### config.mk
export PLATFORM = sky130hd
export DESIGN_NAME = instruction_fetch_unit_flat
export DESIGN_NICKNAME = d
export VERILOG_FILES = /design/src/rtl/mips_pkg.sv /design/src/rtl/instruction_fetch_unit_if.sv /design/src/rtl/pc_counter.sv /design/src/rtl/instruction_fetch_unit.sv /design/src/flat_wrapper.sv
export SDC_FILE = /design/constraint.sdc
export NUM_CORES = 1
export LEC_CHECK = 0
export CAP_MARGIN = 40
export CORE_UTILIZATION = 41
export CTS_CLUSTER_SIZE = 8
export DETAILED_ROUTE_END_ITERATION = 6
export PLACE_DENSITY_LB_ADDON = 0.05
export SYNTH_ARGS = -nofsm -noshare
export SYNTH_HDL_FRONTEND = slang
export SYNTH_HIERARCHICAL = 1
export SYNTH_SLANG_ARGS = --single-unit
### constraint.sdc
create_clock -name clk -period 2.4 [get_ports clk]
set_clock_uncertainty 0.15 [all_clocks]
set_input_delay 0.36 -clock clk [delete_from_list [all_inputs] [get_ports clk]]
set_output_delay 0.36 -clock clk [all_outputs]
set_load 0.02 [all_outputs]
### src/rtl/mips_pkg.sv
// Shared fetch/stall definitions: opcodes, reset instruction word, fetch FSM encoding.
package mips_pkg;

    localparam int unsigned OP_W     = 6;
    localparam int unsigned WORD_W   = 32;

    localparam logic [OP_W-1:0]   OP_HLT      = 6'b010001;
    localparam logic [OP_W-1:0]   OP_LD       = 6'b010100;
    localparam logic [3:0]        OP_JUMP_HI  = 4'b0111;
    localparam logic [WORD_W-1:0] NOP_WORD    = 32'h0000_0000;

    typedef enum logic [1:0] {
        ST_BOOT = 2'd0,
        ST_RUN  = 2'd1,
        ST_HALT = 2'd2
    } fetch_state_e;

    // Jump-class opcodes share the upper four opcode bits.
    function automatic logic is_jump_op(input logic [OP_W-1:0] op);
        return op[5:2] == OP_JUMP_HI;
    endfunction

endpackage

### src/rtl/instruction_fetch_unit_if.sv
// Fetch-stage bus: stall/jump controls and program-memory data in, fetch results out.
//   master : the fetch unit (drives pm_addr, instr, op, instr_valid, pc_plus1, halted)
//   slave  : stall control / decode / program memory side
interface instruction_fetch_unit_if #(
    parameter int unsigned AW = 8,
    parameter int unsigned IW = 32
);
    logic          stall;
    logic          stall_pm;
    logic          jump_en;
    logic [AW-1:0] jump_target;
    logic [IW-1:0] pm_rdata;
    logic [AW-1:0] pm_addr;
    logic [IW-1:0] instr;
    logic [5:0]    op;
    logic          instr_valid;
    logic [AW-1:0] pc_plus1;
    logic          halted;

    modport master (
        input  stall, stall_pm, jump_en, jump_target, pm_rdata,
        output pm_addr, instr, op, instr_valid, pc_plus1, halted
    );

    modport slave (
        output stall, stall_pm, jump_en, jump_target, pm_rdata,
        input  pm_addr, instr, op, instr_valid, pc_plus1, halted
    );
endinterface

### src/rtl/pc_counter.sv
// Program counter: load beats hold, hold beats increment; async active-low clear.
//   i_clk, i_rst_n      clock, async active-low clear
//   i_load, i_load_val  redirect the PC
//   i_hold              freeze the PC (stall or halt)
//   o_pc                current PC
module pc_counter #(
    parameter int unsigned AW = 8
) (
    input  logic          i_clk,
    input  logic          i_rst_n,
    input  logic          i_load,
    input  logic [AW-1:0] i_load_val,
    input  logic          i_hold,
    output logic [AW-1:0] o_pc
);
    logic [AW-1:0] r_pc;

    // Natural AW-bit wrap on increment.
    always_ff @(posedge i_clk or negedge i_rst_n) begin
        if (!i_rst_n) begin
            r_pc <= '0;
        end else if (i_load) begin
            r_pc <= i_load_val;
        end else if (!i_hold) begin
            r_pc <= r_pc + AW'(1);
        end
    end

    assign o_pc = r_pc;
endmodule

### src/rtl/instruction_fetch_unit.sv
// Fetch stage: PC, program-memory address, instruction register, HLT detection.
//   clk, reset   clock, async active-low reset
//   bus.master   stall/stall_pm/jump inputs, pm_rdata in; pm_addr, instr, op,
//                instr_valid, pc_plus1, halted out
module instruction_fetch_unit
    import mips_pkg::*;
#(
    parameter int unsigned   AW       = 8,
    parameter int unsigned   IW       = 32,
    parameter logic [IW-1:0] NOP_WORD = IW'(mips_pkg::NOP_WORD)
) (
    input  logic                       clk,
    input  logic                       reset,
    instruction_fetch_unit_if.master   bus
);
    fetch_state_e  r_state;
    fetch_state_e  w_state_nxt;
    logic [IW-1:0] r_instr;
    logic          r_instr_valid;
    logic          r_halted;
    logic          w_hlt_hit;
    logic          w_pc_load;
    logic          w_pc_hold;
    logic          w_instr_load;
    logic [AW-1:0] w_pc;

    // State register.
    always_ff @(posedge clk or negedge reset) begin
        if (!reset) begin
            r_state <= ST_BOOT;
        end else begin
            r_state <= w_state_nxt;
        end
    end

    // Next state and per-cycle PC / instr controls. HALT overrides a same-cycle jump.
    always_comb begin
        w_state_nxt  = r_state;
        w_hlt_hit    = 1'b0;
        w_pc_load    = 1'b0;
        w_pc_hold    = 1'b1;
        w_instr_load = 1'b0;
        unique case (r_state)
            ST_BOOT: begin
                w_pc_load    = bus.jump_en;
                w_pc_hold    = bus.stall;
                w_instr_load = !bus.stall_pm;
                w_state_nxt  = ST_RUN;
            end
            ST_RUN: begin
                w_hlt_hit = r_instr_valid && !bus.stall_pm
                            && (r_instr[IW-1 -: 6] == OP_HLT);
                if (w_hlt_hit) begin
                    w_state_nxt = ST_HALT;
                end else begin
                    w_pc_load    = bus.jump_en;
                    w_pc_hold    = bus.stall;
                    w_instr_load = !bus.stall_pm;
                end
            end
            ST_HALT: begin
                w_state_nxt = ST_HALT;
            end
            default: begin
                w_state_nxt = ST_BOOT;
            end
        endcase
    end

    // Instruction register and status flags.
    always_ff @(posedge clk or negedge reset) begin
        if (!reset) begin
            r_instr       <= NOP_WORD;
            r_instr_valid <= 1'b0;
            r_halted      <= 1'b0;
        end else begin
            if (w_instr_load) begin
                r_instr <= bus.pm_rdata;
            end
            if (r_state == ST_BOOT) begin
                r_instr_valid <= 1'b1;
            end
            if (w_hlt_hit) begin
                r_halted <= 1'b1;
            end
        end
    end

    pc_counter #(.AW(AW)) u_pc (
        .i_clk      (clk),
        .i_rst_n    (reset),
        .i_load     (w_pc_load),
        .i_load_val (bus.jump_target),
        .i_hold     (w_pc_hold),
        .o_pc       (w_pc)
    );

    assign bus.pm_addr     = w_pc;
    assign bus.pc_plus1    = w_pc + AW'(1);
    assign bus.instr       = r_instr;
    assign bus.op          = r_instr[IW-1 -: 6];
    assign bus.instr_valid = r_instr_valid;
    assign bus.halted      = r_halted;
endmodule

### src/flat_wrapper.sv
// flat-port wrapper written by rule: the top's interface ports become plain ports
module instruction_fetch_unit_flat import mips_pkg::*;
#(
    parameter int unsigned   AW       = 8,
    parameter int unsigned   IW       = 32,
    parameter logic [IW-1:0] NOP_WORD = IW'(mips_pkg::NOP_WORD)
)
  (clk, reset, bus_stall, bus_stall_pm, bus_jump_en, bus_jump_target, bus_pm_rdata, bus_pm_addr, bus_instr, bus_op, bus_instr_valid, bus_pc_plus1, bus_halted);
  instruction_fetch_unit_if #(.AW(AW), .IW(IW)) bus_i ();
  input  logic clk;
  input  logic reset;
  input wire logic [$bits(bus_i.stall)-1:0] bus_stall;
  input wire logic [$bits(bus_i.stall_pm)-1:0] bus_stall_pm;
  input wire logic [$bits(bus_i.jump_en)-1:0] bus_jump_en;
  input wire logic [$bits(bus_i.jump_target)-1:0] bus_jump_target;
  input wire logic [$bits(bus_i.pm_rdata)-1:0] bus_pm_rdata;
  output wire logic [$bits(bus_i.pm_addr)-1:0] bus_pm_addr;
  output wire logic [$bits(bus_i.instr)-1:0] bus_instr;
  output wire logic [$bits(bus_i.op)-1:0] bus_op;
  output wire logic [$bits(bus_i.instr_valid)-1:0] bus_instr_valid;
  output wire logic [$bits(bus_i.pc_plus1)-1:0] bus_pc_plus1;
  output wire logic [$bits(bus_i.halted)-1:0] bus_halted;
  assign bus_i.stall = bus_stall;
  assign bus_i.stall_pm = bus_stall_pm;
  assign bus_i.jump_en = bus_jump_en;
  assign bus_i.jump_target = bus_jump_target;
  assign bus_i.pm_rdata = bus_pm_rdata;
  assign bus_pm_addr = bus_i.pm_addr;
  assign bus_instr = bus_i.instr;
  assign bus_op = bus_i.op;
  assign bus_instr_valid = bus_i.instr_valid;
  assign bus_pc_plus1 = bus_i.pc_plus1;
  assign bus_halted = bus_i.halted;
  instruction_fetch_unit #(.AW(AW), .IW(IW), .NOP_WORD(NOP_WORD)) u_core (.clk(clk), .reset(reset), .bus(bus_i));
endmodule
## Word level (Yosys, flattened, before mapping)

Index checks and enable logic that the tools add are counted.

- Add/sub/neg operators: 1
- Multipliers: 0
- Div/mod/pow operators: 0
- $lt $le $gt $ge: 0
- Equal/unequal tests: 5
- Shift-type cells: 0
- Muxes and demuxes: 11
- Bitwise gates (word level): 0
- Reductions and logical operators: 4

Operator list:

| operator | number |
|---|---|
| 8-bit 2-to-1 mux | 2 |
| 8-bit by 1-bit adder with 8-bit output (second input constant) | 1 |
| 6-bit by 5-bit == test with 1-bit output (second input constant) | 1 |
| 1-bit one-hot mux with 2 select lines | 3 |
| 2-bit one-hot mux with 3 select lines | 1 |
| 1-bit 2-to-1 mux | 4 |
| 2-bit by 1-bit == test with 1-bit output (second input constant) | 1 |
| 2-bit == test (second input constant) | 1 |
| 1-bit logical AND | 2 |
| 2-bit logical NOT | 1 |
| 2-bit 2-to-1 mux | 1 |
| 2-bit by 1-bit != test with 1-bit output (second input constant) | 1 |
| 2-bit != test (second input constant) | 1 |
| 1-bit logical NOT | 1 |

- Register bits: 44
- Bits in latches: 0
- Memory bits (writable): 0
- Memory bits (read-only): 0
- Bits of input ports: 45
- Output and inout bits: 56
- Logic and storage cells: 26
- Memories kept: 0

## Logic depth before layout (Yosys ltp)

- Depth after elaboration: 7
- Depth in mapped cells: 8
- Mapped depth without buffers: 8

## Hierarchy

Netlist, hierarchy kept.

By module, submodules not included:

| module | times used | cells an instance | area an instance (um2) | seq. area each (um2) |
|---|---|---|---|---|
| instruction_fetch_unit | 1 | 111 | 1744.2 | 900.9 |
| pc_counter | 1 | 46 | 444.2 | 200.2 |

## Least setup slack after synthesis

No wires, ideal clock.

- Path type: reg-to-reg
- From: register u_core.r_instr[29], in the netlist u_core/bus.instr[29]
- To: register u_core.u_pc.r_pc[7], in the netlist u_core/u_pc/o_pc[7]
- Library setup time: 69 ps
- Arrival: 1885 ps
- Required time: 2181 ps
- Setup slack: 297 ps
- Cell stages (with the launch flop): 7
- Period minus slack after synthesis: 2103 ps
- Cells stage by stage: dfrtp_1 > nor4b_4 > a21bo_2 > a21boi_0 > nor2_1 > or4b_1 > nand3_1

- Cells in the longest elaborated chain, start to end: 5
- Elaborated cells on any way between the ends: 8
- Those cells by class: 2 x eq/ne; 5 x mux; 1 x reduce/logical

RTL lines:

| item | line | text |
|---|---|---|
| start, declared | instruction_fetch_unit.sv:18 | `logic [IW-1:0] r_instr;` |
| start signal, assigned | instruction_fetch_unit.sv:78 | `r_instr <= bus.pm_rdata;` |
| 6-bit by 5-bit == test with 1-bit output * | instruction_fetch_unit.sv:52 | `&& (r_instr[IW-1 -: 6] == OP_HLT);` |
| 1-bit logical AND * | instruction_fetch_unit.sv:52 |  |
| 1-bit 2-to-1 mux * | instruction_fetch_unit.sv:53 | `if (w_hlt_hit) begin` |
| 1-bit one-hot mux with 2 select lines * | instruction_fetch_unit.sv:43 | `unique case (r_state)` |
| via u_core.w_pc_load | instruction_fetch_unit.sv:22 | `logic w_pc_load;` |
| 2-bit != test (no line) or 8-bit 2-to-1 mux (tied branches) | - |  |
| end signal, assigned | pc_counter.sv:23 | `r_pc <= i_load_val;` |
| end signal, assigned | pc_counter.sv:25 | `r_pc <= r_pc + AW'(1);` |
| end, declared | pc_counter.sv:16 | `logic [AW-1:0] r_pc;` |

The timed path passes the listed nets; every way through them passes the cells marked *.
A chain may end at the register's enable or synchronous reset.

## Final worst setup path

- From: register u_core.u_pc.r_pc[1], in the netlist u_core/u_pc/o_pc[1]
- To: output bus_pc_plus1[2]

- Cells in the longest elaborated chain, start to end: 1

RTL lines:

| item | line | text |
|---|---|---|
| 8-bit by 1-bit adder with 8-bit output | instruction_fetch_unit.sv:99 | `assign bus.pc_plus1 = w_pc + AW'(1);` |
| end, declared | flat_wrapper.sv:21 | `output wire logic [$bits(bus_i.pc_plus1)-1:0] bus_pc_plus1;` |

No other way between the ends.

==> impl_metrics.env <==
export IMPL_startpoint_type="register"
export IMPL_worstHoldPathType="reg -> reg"
export IMPL_core_sq_um=5110
export IMPL_port_buffer_count=100
export IMPL_slew_headroom=0.654
export IMPL_syn_nets=207
export IMPL_grt_max_degree=33
export IMPL_multi_input_area_sq_um=978
export IMPL_use_met3=0.0509
export IMPL_path_max_fanout=8
export IMPL_finalSetupViolations=0
export IMPL_final_hold_viol_count=0
export IMPL_gr_max_usage_layer="met2"
export IMPL_dieArea_sq_um=5630
export IMPL_ys_warn_count=6
export IMPL_yosysMostFrequentCell="dfrtp_1"
export IMPL_max_vdd_ir_drop_v=0.000768
export IMPL_via_per_inst=4.67
export IMPL_ys_types=33
export IMPL_rsz0062_at_grt="no"
export IMPL_synth_top_family_by_area="multiplexers"
export IMPL_nets=314
export IMPL_synth_mux_area_frac=0.231
export IMPL_cp_required_ns=1.89
export IMPL_ys_ff_latch=44
export IMPL_syn_area_sq_um=2190
export IMPL_synthTopCellsByCount="dfrtp_1, mux2_4, nand2_1"
export IMPL_wirelength_mm=4.52
export IMPL_cts_tree="built"
export IMPL_p_seq_frac=0.292
export IMPL_endpoint_kind="output port"
export IMPL_htreeDepth=2
export IMPL_cts_sinks=44
export IMPL_synth_top_area_cell="dfrtp_1"
export IMPL_yosys_area_share_xor_xnor=0.0400
export IMPL_period_share=0.937
export IMPL_crit_type="reg -> out"
export IMPL_ios=101
export IMPL_period_needed_ns=2.25
export IMPL_fin_util=0.666
export IMPL_path_clk_slew_ns=0.08
export IMPL_seq_area_sq_um=1100
export IMPL_max_freq_mhz=445
export IMPL_run_status="complete, no violations"
export IMPL_p_comb_frac=0.593
export IMPL_synth_compound_area_frac=0.0395
export IMPL_globalRouteMet1Util=0.224
export IMPL_syn_avg_cell_area_sq_um=13.9
export IMPL_ys_seq_area_frac=0.503
export IMPL_synthArstFlopShare=1.00
export IMPL_synthToLayoutAreaGrowth_pct=55.3
export IMPL_drt_iter0_drc=44
export IMPL_grtUsageMet2=0.276
export IMPL_numCtsBuffers=5
export IMPL_p_clk_frac=0.115
export IMPL_grt_overflow=0
export IMPL_grt_pass1_wl_mm=7.22
export IMPL_via_count=1565
export IMPL_cts_setup_buffers=0
export IMPL_tightest_slew_ns=0.520
export IMPL_clk_latency_ns=0.30
export IMPL_drive_above_1_share=0.215
export IMPL_dr_pass1_iters=4
export IMPL_grt_total_usage=0.175
export IMPL_drv_cap=0
export IMPL_drc=0
export IMPL_fp_dieW_um=75.1
export IMPL_cts_buffer_depth=2
export IMPL_yosysTopAreaCellShare=0.503
export IMPL_dp_final_hpwl_mm=3.39
export IMPL_power_density_nw_per_um2=1440
export IMPL_synthTopCellsByArea="dfrtp_1, mux2_4, ha_1"
export IMPL_gp_congestion=0.711
export IMPL_fillers=416
export IMPL_synthAdderAreaFrac=0.0286
export IMPL_root_buffer="clkbuf_8"
export IMPL_switching_power_mw=1.86
export IMPL_p_int_mw=3.05
export IMPL_antenna_found_initial=0
export IMPL_start_util=0.428
export IMPL_slew_viol_final=0
export IMPL_avgRoutedWirePerCell_um=13.5
export IMPL_synth_cells=157
export IMPL_diodes=0
export IMPL_chipHeight_um=75.1
export IMPL_synth_top_flop_cell="dfrtp_1"
export IMPL_synth_simple_gate_area_share=0.108
export IMPL_tns_ns=0
export IMPL_grt_pass1_vias=1510
export IMPL_crit_arrival_ns=1.74
export IMPL_synth_edf_count=0
export IMPL_p_sw_frac=0.379
export IMPL_drtAntennaViolNets=0
export IMPL_p_leak_nw=1.48
export IMPL_rows=26
-- layout make-up --
| cell class | count | share of cell area |
|---|---|---|
| clock inverters | 3 | 0.0125 |
| repair buffers | 110 | 0.323 |
| clock buffers | 5 | 0.0202 |
| multi-input cells | 97 | 0.288 |
| well taps | 70 | 0.0258 |
| inverters | 6 | 0.00662 |
| flip-flops and latches | 44 | 0.324 |
-- cell usage in the layout, fill, tap and decap left out, types with 2 or more instances in the layout --
cell             Yosys  final
nand2_1             10     10
xnor2_1              4      4
buf_4                7      7
o211ai_1             2      2
nand3_1              7      7
or4_1                2      2
inv_1                6      6
buf_12               0      2
clkbuf_8             0      5
dlygate4sd2_1        0      3
mux2_4              30     30
xor2_1               6      6
mux2_2               2      2
nand2b_1             2      2
ha_1                 5      5
clkdlybuf4s50_1      0     95
o21ai_0              5      5
nor2_1               3      3
dfrtp_1             44     43
mux2_1               2      2
nand4b_1             2      2
-- through the flow --
stage,hold slack [ns],cell area [sq um],power [mW],std cells,setup slack [ns]
5_1_grt,0.372,3400,5.23,335,0.0560
2_1_floorplan,-0.0856,2190,3.19,157,0.297
3_3_place_gp,0.208,3280,4.38,326,-0.0437
4_1_cts,0.350,3400,4.98,335,0.0370
3_5_place_dp,0.210,3280,4.41,326,-0.0449
6_report,0.342,3400,4.91,335,0.151
-- kinds of logic after synthesis --
group           count (synthesis)
flops                          44
buf+inv                        16
simple gates                   36
mux                            35
fa+ha+maj                       5
xor+xnor                       10
compound gates                 11
-- sequential cells by signal, summed over array words and instances (netlist names) --
signal                  cells
u_core/r_state              2
u_core/bus.instr_valid      1
u_core/u_pc/o_pc            8
u_core/bus.instr           32
u_core/bus.halted           1
-- power by group through the flow --
stage          Sequential (mW)  Clock (mW)  Combinational [mW]
3_3_place_gp              1.45           0                2.93
3_5_place_dp              1.45           0                2.96
4_1_cts                   1.45       0.582                2.95
2_1_floorplan             1.86           0                1.33
6_report                  1.44       0.562                2.91
5_1_grt                   1.51       0.614                3.11
-- worst max-delay path, cell delays in order, from the launching register on --
cell	delay, ns
dfrtp_2	0.46
ha_1	0.22
xor2_1	0.15
clkdlybuf4s50_1	0.61
-- routing by layer --
metal  wire length, um  vias up
li1                  -      759
met1              2040      735
met2              2070       61
met3               313       10
met4                97        0
met5                 0        -
-- path summary, 6_finish.rpt --
check	slack, ns	cells past startpoint	from	endpoint
max in group asynchronous	1.16	3	reset	u_core/bus.instr[12]$_DFFE_PN0P_
hold reg to reg	0.34	1	u_core/bus.instr[8]$_DFFE_PN0P_	u_core/bus.instr[8]$_DFFE_PN0P_
setup / recovery	0.15	3	u_core/u_pc/o_pc[1]$_DFFE_PN0P_	bus_pc_plus1[2]
min in group asynchronous	0.42	2	reset	u_core/bus.instr[19]$_DFFE_PN0P_
hold / removal	0.34	1	u_core/bus.instr[8]$_DFFE_PN0P_	u_core/bus.instr[8]$_DFFE_PN0P_
setup reg to reg	0.30	8	u_core/r_state[0]$_DFFE_PN0P_	u_core/u_pc/o_pc[7]$_DFFE_PN0P_
-- timing repair --
| action | CTS | global route |
|---|---|---|
| hold buffers | 1 | 0 |
| gates resized for setup | 4 | 2 |
| endpoints found under the hold margin | 21 | 0 |
| pin swaps | 0 | 0 |
| setup endpoints to repair | 4 | 2 |
| gates cloned | 0 | 0 |
Note: power is estimated with default switching activity, not from simulation.
